[src/rtl/wb_cmd_master_if.sv]
// Wishbone classic bus bundle between wb_cmd_master and a single slave.
// Signal names follow the initiator's view (_o driven by the master, _i by the slave).
interface wb_cmd_master_if #(
    parameter int unsigned ADDRESS_WIDTH = 16,
    parameter int unsigned DATA_WIDTH    = 8,
    parameter int unsigned DATA_BYTES    = 1
);
    logic [ADDRESS_WIDTH-1:0] adr_o;
    logic [DATA_WIDTH-1:0]    dat_o;
    logic [DATA_WIDTH-1:0]    dat_i;
    logic                     we_o;
    logic [DATA_BYTES-1:0]    sel_o;
    logic                     stb_o;
    logic                     cyc_o;
    logic                     ack_i;
    logic [2:0]               cti_o;

    modport master (
        output adr_o, dat_o, we_o, sel_o, stb_o, cyc_o, cti_o,
        input  dat_i, ack_i
    );

    modport slave (
        input  adr_o, dat_o, we_o, sel_o, stb_o, cyc_o, cti_o,
        output dat_i, ack_i
    );
endinterface

[src/rtl/wb_cmd_master.sv]
// Wishbone classic-cycle initiator: buffers single-beat read/write commands
// and replays them onto the bus, one response per command, with an optional
// idle delay after each command.
// Optional feature: define WB_TIMEOUT_EN to abort bus cycles that see no ack
// within TIMEOUT_CYCLES cycles (response flagged with rsp_err_o).
module wb_cmd_master #(
    parameter int unsigned ADDRESS_WIDTH  = 16,
    parameter int unsigned DATA_WIDTH     = 8,
    parameter int unsigned DATA_BYTES     = 1,
    parameter int unsigned DELAY_WIDTH    = 20,
    parameter int unsigned FIFO_DEPTH     = 4,
    parameter int unsigned TIMEOUT_CYCLES = 15
) (
    input  logic                     clk_i,
    input  logic                     rst_i,
    input  logic                     cmd_valid_i,
    output logic                     cmd_ready_o,
    input  logic                     cmd_we_i,
    input  logic [ADDRESS_WIDTH-1:0] cmd_adr_i,
    input  logic [DATA_WIDTH-1:0]    cmd_dat_i,
    input  logic [DELAY_WIDTH-1:0]   cmd_delay_i,
    output logic                     rsp_valid_o,
    output logic [DATA_WIDTH-1:0]    rsp_dat_o,
    output logic                     rsp_err_o,
    output logic                     busy_o,
    wb_cmd_master_if.master          wb_io
);

    localparam int unsigned PTR_W = (FIFO_DEPTH > 1) ? $clog2(FIFO_DEPTH) : 1;
    localparam int unsigned CNT_W = PTR_W + 1;

    // Reject configurations the pointer arithmetic cannot support.
    if (FIFO_DEPTH < 2 || (FIFO_DEPTH & (FIFO_DEPTH - 1)) != 0 || TIMEOUT_CYCLES < 1) begin : g_bad_param
        $error("wb_cmd_master: FIFO_DEPTH must be a power of two >= 2 and TIMEOUT_CYCLES >= 1");
    end

    typedef enum logic [1:0] {
        ST_IDLE  = 2'd0,
        ST_BUS   = 2'd1,
        ST_DELAY = 2'd2
    } state_t;

    // Command buffer storage and pointers
    logic                     we_mem  [FIFO_DEPTH];
    logic [ADDRESS_WIDTH-1:0] adr_mem [FIFO_DEPTH];
    logic [DATA_WIDTH-1:0]    dat_mem [FIFO_DEPTH];
    logic [DELAY_WIDTH-1:0]   dly_mem [FIFO_DEPTH];
    logic [PTR_W-1:0]         wr_ptr_q, rd_ptr_q;
    logic [CNT_W-1:0]         count_q, count_d;
    logic                     push, pop;

    // Bus-side registers
    state_t                   state_q;
    logic [ADDRESS_WIDTH-1:0] adr_q;
    logic [DATA_WIDTH-1:0]    dat_q;
    logic                     we_q;
    logic                     cyc_q;
    logic [DELAY_WIDTH-1:0]   dly_q;
    logic                     rsp_valid_q;
    logic [DATA_WIDTH-1:0]    rsp_dat_q;

`ifdef WB_TIMEOUT_EN
    localparam int unsigned TMO_W = $clog2(TIMEOUT_CYCLES + 1);
    logic [TMO_W-1:0]         tmo_q;
    logic                     rsp_err_q;
`endif

    assign push = cmd_valid_i && cmd_ready_o;
    assign pop  = (state_q == ST_IDLE) && (count_q != '0);

    // Occupancy update; simultaneous push and pop cancel out
    always_comb begin
        count_d = count_q;
        case ({push, pop})
            2'b10:   count_d = count_q + CNT_W'(1);
            2'b01:   count_d = count_q - CNT_W'(1);
            default: count_d = count_q;
        endcase
    end

    // Buffer pointers and occupancy
    always_ff @(posedge clk_i or posedge rst_i) begin
        if (rst_i) begin
            wr_ptr_q <= '0;
            rd_ptr_q <= '0;
            count_q  <= '0;
        end else begin
            if (push) wr_ptr_q <= wr_ptr_q + PTR_W'(1);
            if (pop)  rd_ptr_q <= rd_ptr_q + PTR_W'(1);
            count_q <= count_d;
        end
    end

    // Buffer payload storage; contents are don't-care until written
    always_ff @(posedge clk_i) begin
        if (push) begin
            we_mem[wr_ptr_q]  <= cmd_we_i;
            adr_mem[wr_ptr_q] <= cmd_adr_i;
            dat_mem[wr_ptr_q] <= cmd_dat_i;
            dly_mem[wr_ptr_q] <= cmd_delay_i;
        end
    end

    // Command sequencer: launch, wait for ack (or timeout), then post-delay
    always_ff @(posedge clk_i or posedge rst_i) begin
        if (rst_i) begin
            state_q     <= ST_IDLE;
            adr_q       <= '0;
            dat_q       <= '0;
            we_q        <= 1'b0;
            cyc_q       <= 1'b0;
            dly_q       <= '0;
            rsp_valid_q <= 1'b0;
            rsp_dat_q   <= '0;
`ifdef WB_TIMEOUT_EN
            tmo_q       <= '0;
            rsp_err_q   <= 1'b0;
`endif
        end else begin
            rsp_valid_q <= 1'b0;
            case (state_q)
                ST_IDLE: begin
                    if (pop) begin
                        adr_q   <= adr_mem[rd_ptr_q];
                        dat_q   <= dat_mem[rd_ptr_q];
                        we_q    <= we_mem[rd_ptr_q];
                        dly_q   <= dly_mem[rd_ptr_q];
                        cyc_q   <= 1'b1;
                        state_q <= ST_BUS;
`ifdef WB_TIMEOUT_EN
                        tmo_q   <= '0;
`endif
                    end
                end
                ST_BUS: begin
                    if (wb_io.ack_i) begin
                        cyc_q       <= 1'b0;
                        rsp_dat_q   <= wb_io.dat_i;
                        rsp_valid_q <= 1'b1;
                        state_q     <= (dly_q != '0) ? ST_DELAY : ST_IDLE;
`ifdef WB_TIMEOUT_EN
                        rsp_err_q   <= 1'b0;
                    end else if (tmo_q == TMO_W'(TIMEOUT_CYCLES - 1)) begin
                        cyc_q       <= 1'b0;
                        rsp_dat_q   <= '0;
                        rsp_err_q   <= 1'b1;
                        rsp_valid_q <= 1'b1;
                        state_q     <= (dly_q != '0) ? ST_DELAY : ST_IDLE;
                    end else begin
                        tmo_q       <= tmo_q + TMO_W'(1);
`endif
                    end
                end
                ST_DELAY: begin
                    if (dly_q == DELAY_WIDTH'(1)) state_q <= ST_IDLE;
                    else                          dly_q   <= dly_q - DELAY_WIDTH'(1);
                end
                default: state_q <= ST_IDLE;
            endcase
        end
    end

    assign cmd_ready_o = (count_q != CNT_W'(FIFO_DEPTH));
    assign busy_o      = (state_q != ST_IDLE) || (count_q != '0);
    assign rsp_valid_o = rsp_valid_q;
    assign rsp_dat_o   = rsp_dat_q;
`ifdef WB_TIMEOUT_EN
    assign rsp_err_o   = rsp_err_q;
`else
    assign rsp_err_o   = 1'b0;
`endif

    assign wb_io.adr_o = adr_q;
    assign wb_io.dat_o = dat_q;
    assign wb_io.we_o  = we_q;
    assign wb_io.sel_o = '1;
    assign wb_io.stb_o = cyc_q;
    assign wb_io.cyc_o = cyc_q;
    assign wb_io.cti_o = 3'b000;

endmodule

[src/flat_wrapper.sv]
// flat-port wrapper written by rule: the top's interface ports become plain ports
module wb_cmd_master_flat 
#(
    parameter int unsigned ADDRESS_WIDTH  = 16,
    parameter int unsigned DATA_WIDTH     = 8,
    parameter int unsigned DATA_BYTES     = 1,
    parameter int unsigned DELAY_WIDTH    = 20,
    parameter int unsigned FIFO_DEPTH     = 4,
    parameter int unsigned TIMEOUT_CYCLES = 15
)
  (clk_i, rst_i, cmd_valid_i, cmd_ready_o, cmd_we_i, cmd_adr_i, cmd_dat_i, cmd_delay_i, rsp_valid_o, rsp_dat_o, rsp_err_o, busy_o, wb_io_adr_o, wb_io_dat_o, wb_io_we_o, wb_io_sel_o, wb_io_stb_o, wb_io_cyc_o, wb_io_cti_o, wb_io_dat_i, wb_io_ack_i);
  wb_cmd_master_if #(.ADDRESS_WIDTH(ADDRESS_WIDTH), .DATA_WIDTH(DATA_WIDTH), .DATA_BYTES(DATA_BYTES)) wb_io_i ();
  input  logic clk_i;
  input  logic rst_i;
  input  logic cmd_valid_i;
  output logic cmd_ready_o;
  input  logic cmd_we_i;
  input  logic [ADDRESS_WIDTH-1:0] cmd_adr_i;
  input  logic [DATA_WIDTH-1:0] cmd_dat_i;
  input  logic [DELAY_WIDTH-1:0] cmd_delay_i;
  output logic rsp_valid_o;
  output logic [DATA_WIDTH-1:0] rsp_dat_o;
  output logic rsp_err_o;
  output logic busy_o;
  output wire logic [$bits(wb_io_i.adr_o)-1:0] wb_io_adr_o;
  output wire logic [$bits(wb_io_i.dat_o)-1:0] wb_io_dat_o;
  output wire logic [$bits(wb_io_i.we_o)-1:0] wb_io_we_o;
  output wire logic [$bits(wb_io_i.sel_o)-1:0] wb_io_sel_o;
  output wire logic [$bits(wb_io_i.stb_o)-1:0] wb_io_stb_o;
  output wire logic [$bits(wb_io_i.cyc_o)-1:0] wb_io_cyc_o;
  output wire logic [$bits(wb_io_i.cti_o)-1:0] wb_io_cti_o;
  input wire logic [$bits(wb_io_i.dat_i)-1:0] wb_io_dat_i;
  input wire logic [$bits(wb_io_i.ack_i)-1:0] wb_io_ack_i;
  assign wb_io_adr_o = wb_io_i.adr_o;
  assign wb_io_dat_o = wb_io_i.dat_o;
  assign wb_io_we_o = wb_io_i.we_o;
  assign wb_io_sel_o = wb_io_i.sel_o;
  assign wb_io_stb_o = wb_io_i.stb_o;
  assign wb_io_cyc_o = wb_io_i.cyc_o;
  assign wb_io_cti_o = wb_io_i.cti_o;
  assign wb_io_i.dat_i = wb_io_dat_i;
  assign wb_io_i.ack_i = wb_io_ack_i;
  wb_cmd_master #(.ADDRESS_WIDTH(ADDRESS_WIDTH), .DATA_WIDTH(DATA_WIDTH), .DATA_BYTES(DATA_BYTES), .DELAY_WIDTH(DELAY_WIDTH), .FIFO_DEPTH(FIFO_DEPTH), .TIMEOUT_CYCLES(TIMEOUT_CYCLES)) u_core (.clk_i(clk_i), .rst_i(rst_i), .cmd_valid_i(cmd_valid_i), .cmd_ready_o(cmd_ready_o), .cmd_we_i(cmd_we_i), .cmd_adr_i(cmd_adr_i), .cmd_dat_i(cmd_dat_i), .cmd_delay_i(cmd_delay_i), .rsp_valid_o(rsp_valid_o), .rsp_dat_o(rsp_dat_o), .rsp_err_o(rsp_err_o), .busy_o(busy_o), .wb_io(wb_io_i));
endmodule
[config.mk]
export PLATFORM = sky130hd
export DESIGN_NAME = wb_cmd_master_flat
export DESIGN_NICKNAME = d
export VERILOG_FILES = /design/src/rtl/wb_cmd_master_if.sv /design/src/rtl/wb_cmd_master.sv /design/src/flat_wrapper.sv
export SDC_FILE = /design/constraint.sdc
export NUM_CORES = 1
export LEC_CHECK = 0
export ABC_CLOCK_PERIOD_IN_PS = 3500
export CAP_MARGIN = 20
export CORE_UTILIZATION = 55
export DETAILED_ROUTE_END_ITERATION = 8
export GPL_TIMING_DRIVEN = 0
export PLACE_DENSITY = 0.88
export SETUP_SLACK_MARGIN = 0.15
export SKIP_LAST_GASP = 1
export SLEW_MARGIN = 20
export SYNTH_ARGS = -nofsm -noshare
export SYNTH_HDL_FRONTEND = slang
export SYNTH_SLANG_ARGS = --single-unit
[constraint.sdc]
create_clock -name clk_i -period 3.5 [get_ports clk_i]
set_clock_uncertainty 0.1 [all_clocks]
set_input_delay 0.7 -clock clk_i [delete_from_list [all_inputs] [get_ports clk_i]]
set_output_delay 0.7 -clock clk_i [all_outputs]
set_load 0.01 [all_outputs]
; ---- Word-level counts from Yosys, hierarchy flattened
; Memories as Yosys holds them, arrays and structs flattened. A register that Yosys moved wholly into a read port is not among the register bits.
; Index checks and enable logic that the tools add are counted.
[totals]
reg_bits = 39
ram_bits = 180
inputBits = 57
n_memories = 4
[op_classes]
add_sub_neg = 5
n_eq_ne = 10
muxes = 16
reduce_logical = 15
[memory_table]
columns = memory, depth, word_bits, read_ports, rd_clocked_by_memory_dff, write_ports, line_no
row1 = u_core.dly_mem, 4, 20, 1, 0, 1, wb_cmd_master.sv:47  ; logic [DELAY_WIDTH-1:0] dly_mem [FIFO_DEPTH];
row2 = u_core.adr_mem, 4, 16, 1, 1, 1, wb_cmd_master.sv:45  ; logic [ADDRESS_WIDTH-1:0] adr_mem [FIFO_DEPTH];
row3 = u_core.dat_mem, 4, 8, 1, 1, 1, wb_cmd_master.sv:46  ; logic [DATA_WIDTH-1:0] dat_mem [FIFO_DEPTH];
row4 = u_core.we_mem, 4, 1, 1, 1, 1, wb_cmd_master.sv:44  ; logic we_mem [FIFO_DEPTH];
[ops]
columns = op, count
row1 = 20-bit 2-to-1 mux, 2
row2 = 20-bit case mux with 2 select lines, 1
row3 = "20-bit by 1-bit equality test with 1-bit output, second input constant", 1
row4 = 20-bit nonzero test, 1
row5 = "20-bit by 1-bit subtractor with 20-bit output, second input constant", 1
row6 = 3-bit AND reduction, 3
row7 = 2-bit 2-to-1 mux, 4
row8 = 2-bit nonzero test, 4
row9 = 1-bit 2-to-1 mux, 6
row10 = 2-bit case mux with 3 select lines, 1
row11 = 3-bit case mux with 2 select lines, 1
row12 = "2-bit by 1-bit adder with 2-bit output, second input constant", 2
row13 = "2-bit by 1-bit equality test with 1-bit output, second input constant", 2
row14 = "2-bit equality test, second input constant", 2
row15 = "2-bit by 1-bit inequality test with 1-bit output, second input constant", 2
row16 = "2-bit inequality test, second input constant", 2
row17 = 2-bit AND reduction, 2
row18 = "3-bit by 1-bit adder with 3-bit output, second input constant", 1
row19 = "3-bit inequality test, second input constant", 1
row20 = 3-bit nonzero test, 1
row21 = "3-bit by 1-bit subtractor with 3-bit output, second input constant", 1
row22 = 1-bit logical AND, 2
row23 = 2-bit logical NOT, 1
row24 = 1-bit case mux with 2 select lines, 1
row25 = 1-bit logical OR, 1

; ---- Logic depth before layout (Yosys ltp)
[logic_depth]
ltp_word = 4
mapped_depth = 11
ltp_nobuf = 10

; ---- Worst setup path after synthesis
; OpenSTA, ideal clock, no wires.
[synth_timing]
path_kind = register to register
startpoint = register u_core.state_q[1]
endpoint = register u_core.count_q[2]
setup_time_ns = 0.079
t_arrival_ns = 2.266
t_required_ns = 3.321
setup_slack_ns = 1.055
stages_incl_launch_ff = 12
synth_period_minus_slack_ns = 2.445
cell_sequence = dfrtp_1 -> nor4_1 -> nor2_1 -> nand2_2 -> inv_2 -> buf_1 -> ha_1 -> inv_1 -> fa_1 -> xor2_1 -> nor2_1 -> xor2_1
[synth_between]
elab_chain_cells = 4
word_cells_on_any_way = 6
cone_classes = eq/ne: 2 / mux: 1 / reduce/logical: 3
[synth_rtl]
columns = item, line_no
row1 = "start, declared", wb_cmd_master.sv:53  ; state_t state_q;
row2 = "start signal, assigned", wb_cmd_master.sv:140  ; state_q <= (dly_q != '0) ? ST_DELAY : ST_IDLE;
row3 = 2-bit logical NOT (*), wb_cmd_master.sv:69  ; assign pop = (state_q == ST_IDLE) && (count_q != '0);
row4 = 1-bit logical AND (*), wb_cmd_master.sv:69
row5 = via u_core.pop, wb_cmd_master.sv:50  ; logic push, pop;
row6 = 2-bit by 1-bit equality test with 1-bit output / 2-bit equality test (equally long branches), wb_cmd_master.sv:74  ; case ({push, pop})
row7 = 3-bit case mux with 2 select lines / 2-bit nonzero test (equally long branches), n/a
row8 = "end signal, assigned", wb_cmd_master.sv:90  ; count_q <= count_d;
row9 = "end, declared", wb_cmd_master.sv:49  ; logic [CNT_W-1:0] count_q, count_d;
; The timed path passes the listed nets; every way through them passes the cells marked *.
; A chain may end at the register's enable or synchronous reset.

; ---- Worst setup path after layout
[layout_timing]
startpoint = register u_core.state_q[1]
endpoint = register u_core.count_q[2]
[layout_between]
elab_chain_cells = 4
word_cells_on_any_way = 6
cone_classes = eq/ne: 2 / mux: 1 / reduce/logical: 3
[layout_rtl]
columns = item, line_no
row1 = 2-bit logical NOT (*), wb_cmd_master.sv:69
row2 = 1-bit logical AND (*), wb_cmd_master.sv:69
row3 = 2-bit by 1-bit equality test with 1-bit output / 2-bit equality test (equally long branches), wb_cmd_master.sv:74
row4 = 3-bit case mux with 2 select lines / 2-bit nonzero test (equally long branches), n/a
; Every way passes the cells marked *; elsewhere a longest branch is shown, timed or not.

==> metrics.yaml <==
run_status:
  status: "finished, final reports clean"
power_and_ir_drop:
  power_mw: 10.8
  vdd_drop_max_mv: 0.670
  p_sw_mw: 3.60
  swShare_pct: 33.4
  clockPowerShare_pct: 25.3
  power_frac_seq_pct: 40.8
  combPwrFrac_pct: 33.9
  leakage_nw: 4.33
  power.density_nw_per_um2: 919
  internal_power_mw: 7.18
setup_path:
  end_kind: "flop"
  start_kind: "flop"
  worstPathArrival_ns: 3.27
  path_cells: "nor4_1, nor2_1, nand2_2, inv_2, ha_1, inv_1, fa_1, xor2_1, nor2_1, xor2_1"
  worstSetupPathType: "flop to flop"
  cp_slowest_stage_delay_ns: 0.42
  critPathSlowestCell: "dfrtp_1"
  r2r_cells: 10
  crit_fanout: 19
  required_ns: 3.84
route:
  drt-total-wl_mm: 22.6
  viasPerCell: 6.04
  drc: 0
  ant_nets: 0
  drtIter0Drc: 502
  vias: 5766
  wl_per_cell_um: 23.6
  first_pass_iters: 5
timing:
  whs_ns: 0.357
  fin_crit_sh_pct: 83.8
  finalWorstSetupSlack_ns: 0.569
  relSlewSlack_pct: 49.1
  drv_slew: 0
  setup_viol: 0
  tightest_slew_ns: 0.764
  fin_crit_ns: 2.93
  fmax_mhz: 341
  rsz0062_at_grt: "no"
  finalHoldViolations: 0
global_routing:
  grt_antenna_before_repair: 0
  grt_pass1_vias: 6306
  grt_use_total_pct: 26.1
  grt_start_max_net_pins: 54
  overflow: 0
  grt_first_pass_wirelength_mm: 34.7
yosys:
  netlist_area_um2: 9620
  ys_ff_latch: 244
  syn_inst: 593
  synthTopCellsByArea: "edfxtp_1, dfrtp_1, mux4_2, nand2_1, o21ai_0"
  synth_top_area_cell: "edfxtp_1"
  yosys_warnings: 0
  ys_seq_area_share_pct: 72.9
  syn_avg_cell_area_um2: 16.2
  synth_enable_flop_cells: 180
  synth_flop_cell: "edfxtp_1"
  yosysMostFrequentCell: "edfxtp_1"
  yosys-top-cells-count: "edfxtp_1, nand2_1, dfrtp_1"
  ys_types: 52
  yosys.area.top_type_share_pct: 56.2
  synthArstFlopShare_pct: 26.2
finish:
  layout.nets: 783
  multi_input_area_um2: 2420
  area_growth_pct: 22.0
  register_area_um2: 7010
  postLayoutCellArea_um2: 11700
  fill_cells: 1014
  final_layout_size_suffix_gt1_share_pct: 15.9
  antenna_cells: 0
  post-route-util_pct: 69.7
place:
  dp_slack_ns: 0.341
  dpl-instance-area_um2: 10900
  dp_hpwl_mm: 13.0
  io_buffers: 94
  gp_congestion: 0.868
floorplan:
  placeableCoreArea_um2: 16800
  die_y_um: 134
  pin_count: 100
  chipWidth_um: 134
  initial_core_util_pct: 57.2
  rows: 47
  dieArea_um2: 18000
cts:
  clockRootBuffer: "clkbuf_16"
  clk_latency_ns: 0.51
  post_cts_resized: 0
  cts_sinks: 244
  cts_tree: "yes"
  h-tree-depth: 1
  postCtsHoldBufs: 0
  cts_setup_buffers: 0
  clk_pin_slew_worst_paths_ns: 0.06
  clk_path_buf_depth: 3
  cts_made_buffers: 25
min_path:
  hp-class: "primary input to asynchronous set/reset pin"
run:
  maxCapViolCount: 0
placed cells by master, fill, tap and decap left out, types with 2 or more instances in the layout:
cell and instances:
a21oi_1 20, a22oi_1 6, a31oi_1 6, a32oi_1 2, and2_1 2, and3_1 4, and3_4 4, buf_2 7
buf_4 8, bufinv_16 3, clkbuf_1 18, clkbuf_16 25, clkbuf_8 4, clkdlybuf4s50_1 94, clkinv_1 3, clkinv_2 2
clkinv_4 2, clkinvlp_4 2, conb_1 5, dfrtp_1 64, edfxtp_1 180, ha_1 8, inv_1 9, mux4_2 45
nand2_1 107, nand2b_1 2, nand3_1 5, nor2_1 21, nor3_1 8, nor4_1 4, o21a_1 2, o21ai_0 28
o22a_1 3, xnor2_1 3, xor2_1 3
cell type report:
cell class | count | area share (%)
sequential | 244 | 59.7
multi-input combinational | 308 | 20.6
timing repair buffer | 95 | 8.26
clock buffer | 34 | 5.96
tap | 220 | 2.35
buffer | 31 | 1.49
clock inverter | 11 | 1.19
inverter | 12 | 0.405
layer usage:
| metal | vias up | wire (µm) | GRT usage, % |
|---|---|---|---|
| met5 | - | 0 | 0 |
| met4 | 0 | 782 | 10.9 |
| met3 | 62 | 1830 | 5.93 |
| met2 | 301 | 11900 | 46.1 |
| met1 | 2929 | 8080 | 30.8 |
| li1 | 2474 | - | - |
sequential cells by signal, summed over array words and instances (netlist names), 3 cells and up:
register,count
u_core.count_q,3
u_core.dly_q,20
u_core.adr_mem,64
u_core.wb_io.dat_o,8
u_core.dly_mem,80
u_core.dat_mem,32
u_core.we_mem,4
u_core.wb_io.adr_o,16
u_core.rsp_dat_o,8
worst max-delay path: cells and delay by family (launching register included):
family / cells / cell delay [ns]
DFF: 1 / 0.42
and+or+nand+nor: 4 / 0.86
adders and majority gates: 2 / 0.67
buffers and inverters: 2 / 0.45
xor gates and xnor gates: 2 / 0.35
metrics by stage:
step / TNS [ns] / std cells
CTS: 0 / 956
detailed placement: 0 / 911
global route: 0 / 955
floorplan: 0 / 596
finish: 0 / 955
global placement: -48.89 / 910
cell families after synthesis:
kind of cell / share of synthesized area, %
buf+inv: 2.33
compound gates: 4.46
flops: 72.9
other cells: 0.0781
fa+ha+maj: 1.25
simple gates: 7.72
xor+xnor: 0.547
mux: 10.8
power by group through the flow:
stage	combinational, mW	clock [mW]	sequential (mW)
finish	3.66	2.72	4.40
global route	3.93	2.85	4.46
CTS	3.67	2.75	4.39
detailed placement	3.58	0	4.41
global placement	3.39	0	4.37
floorplan	2.19	0	4.40
worst paths after layout:
kind	startpoint	to	slack, ns
min reg2reg	u_core.rsp_dat_o[3]	u_core.rsp_dat_o[3]	0.38
min in group clk_i	u_core.rsp_dat_o[3]	u_core.rsp_dat_o[3]	0.38
min	rst_i	u_core.rsp_dat_o[5]	0.36
max in group asynchronous	rst_i	u_core.wb_io.adr_o[5]	2.39
max reg2reg	u_core.state_q[1]	u_core.count_q[2]	0.57
max	u_core.state_q[1]	u_core.count_q[2]	0.57
No activity file was read; power rests on OpenSTA's default activity.
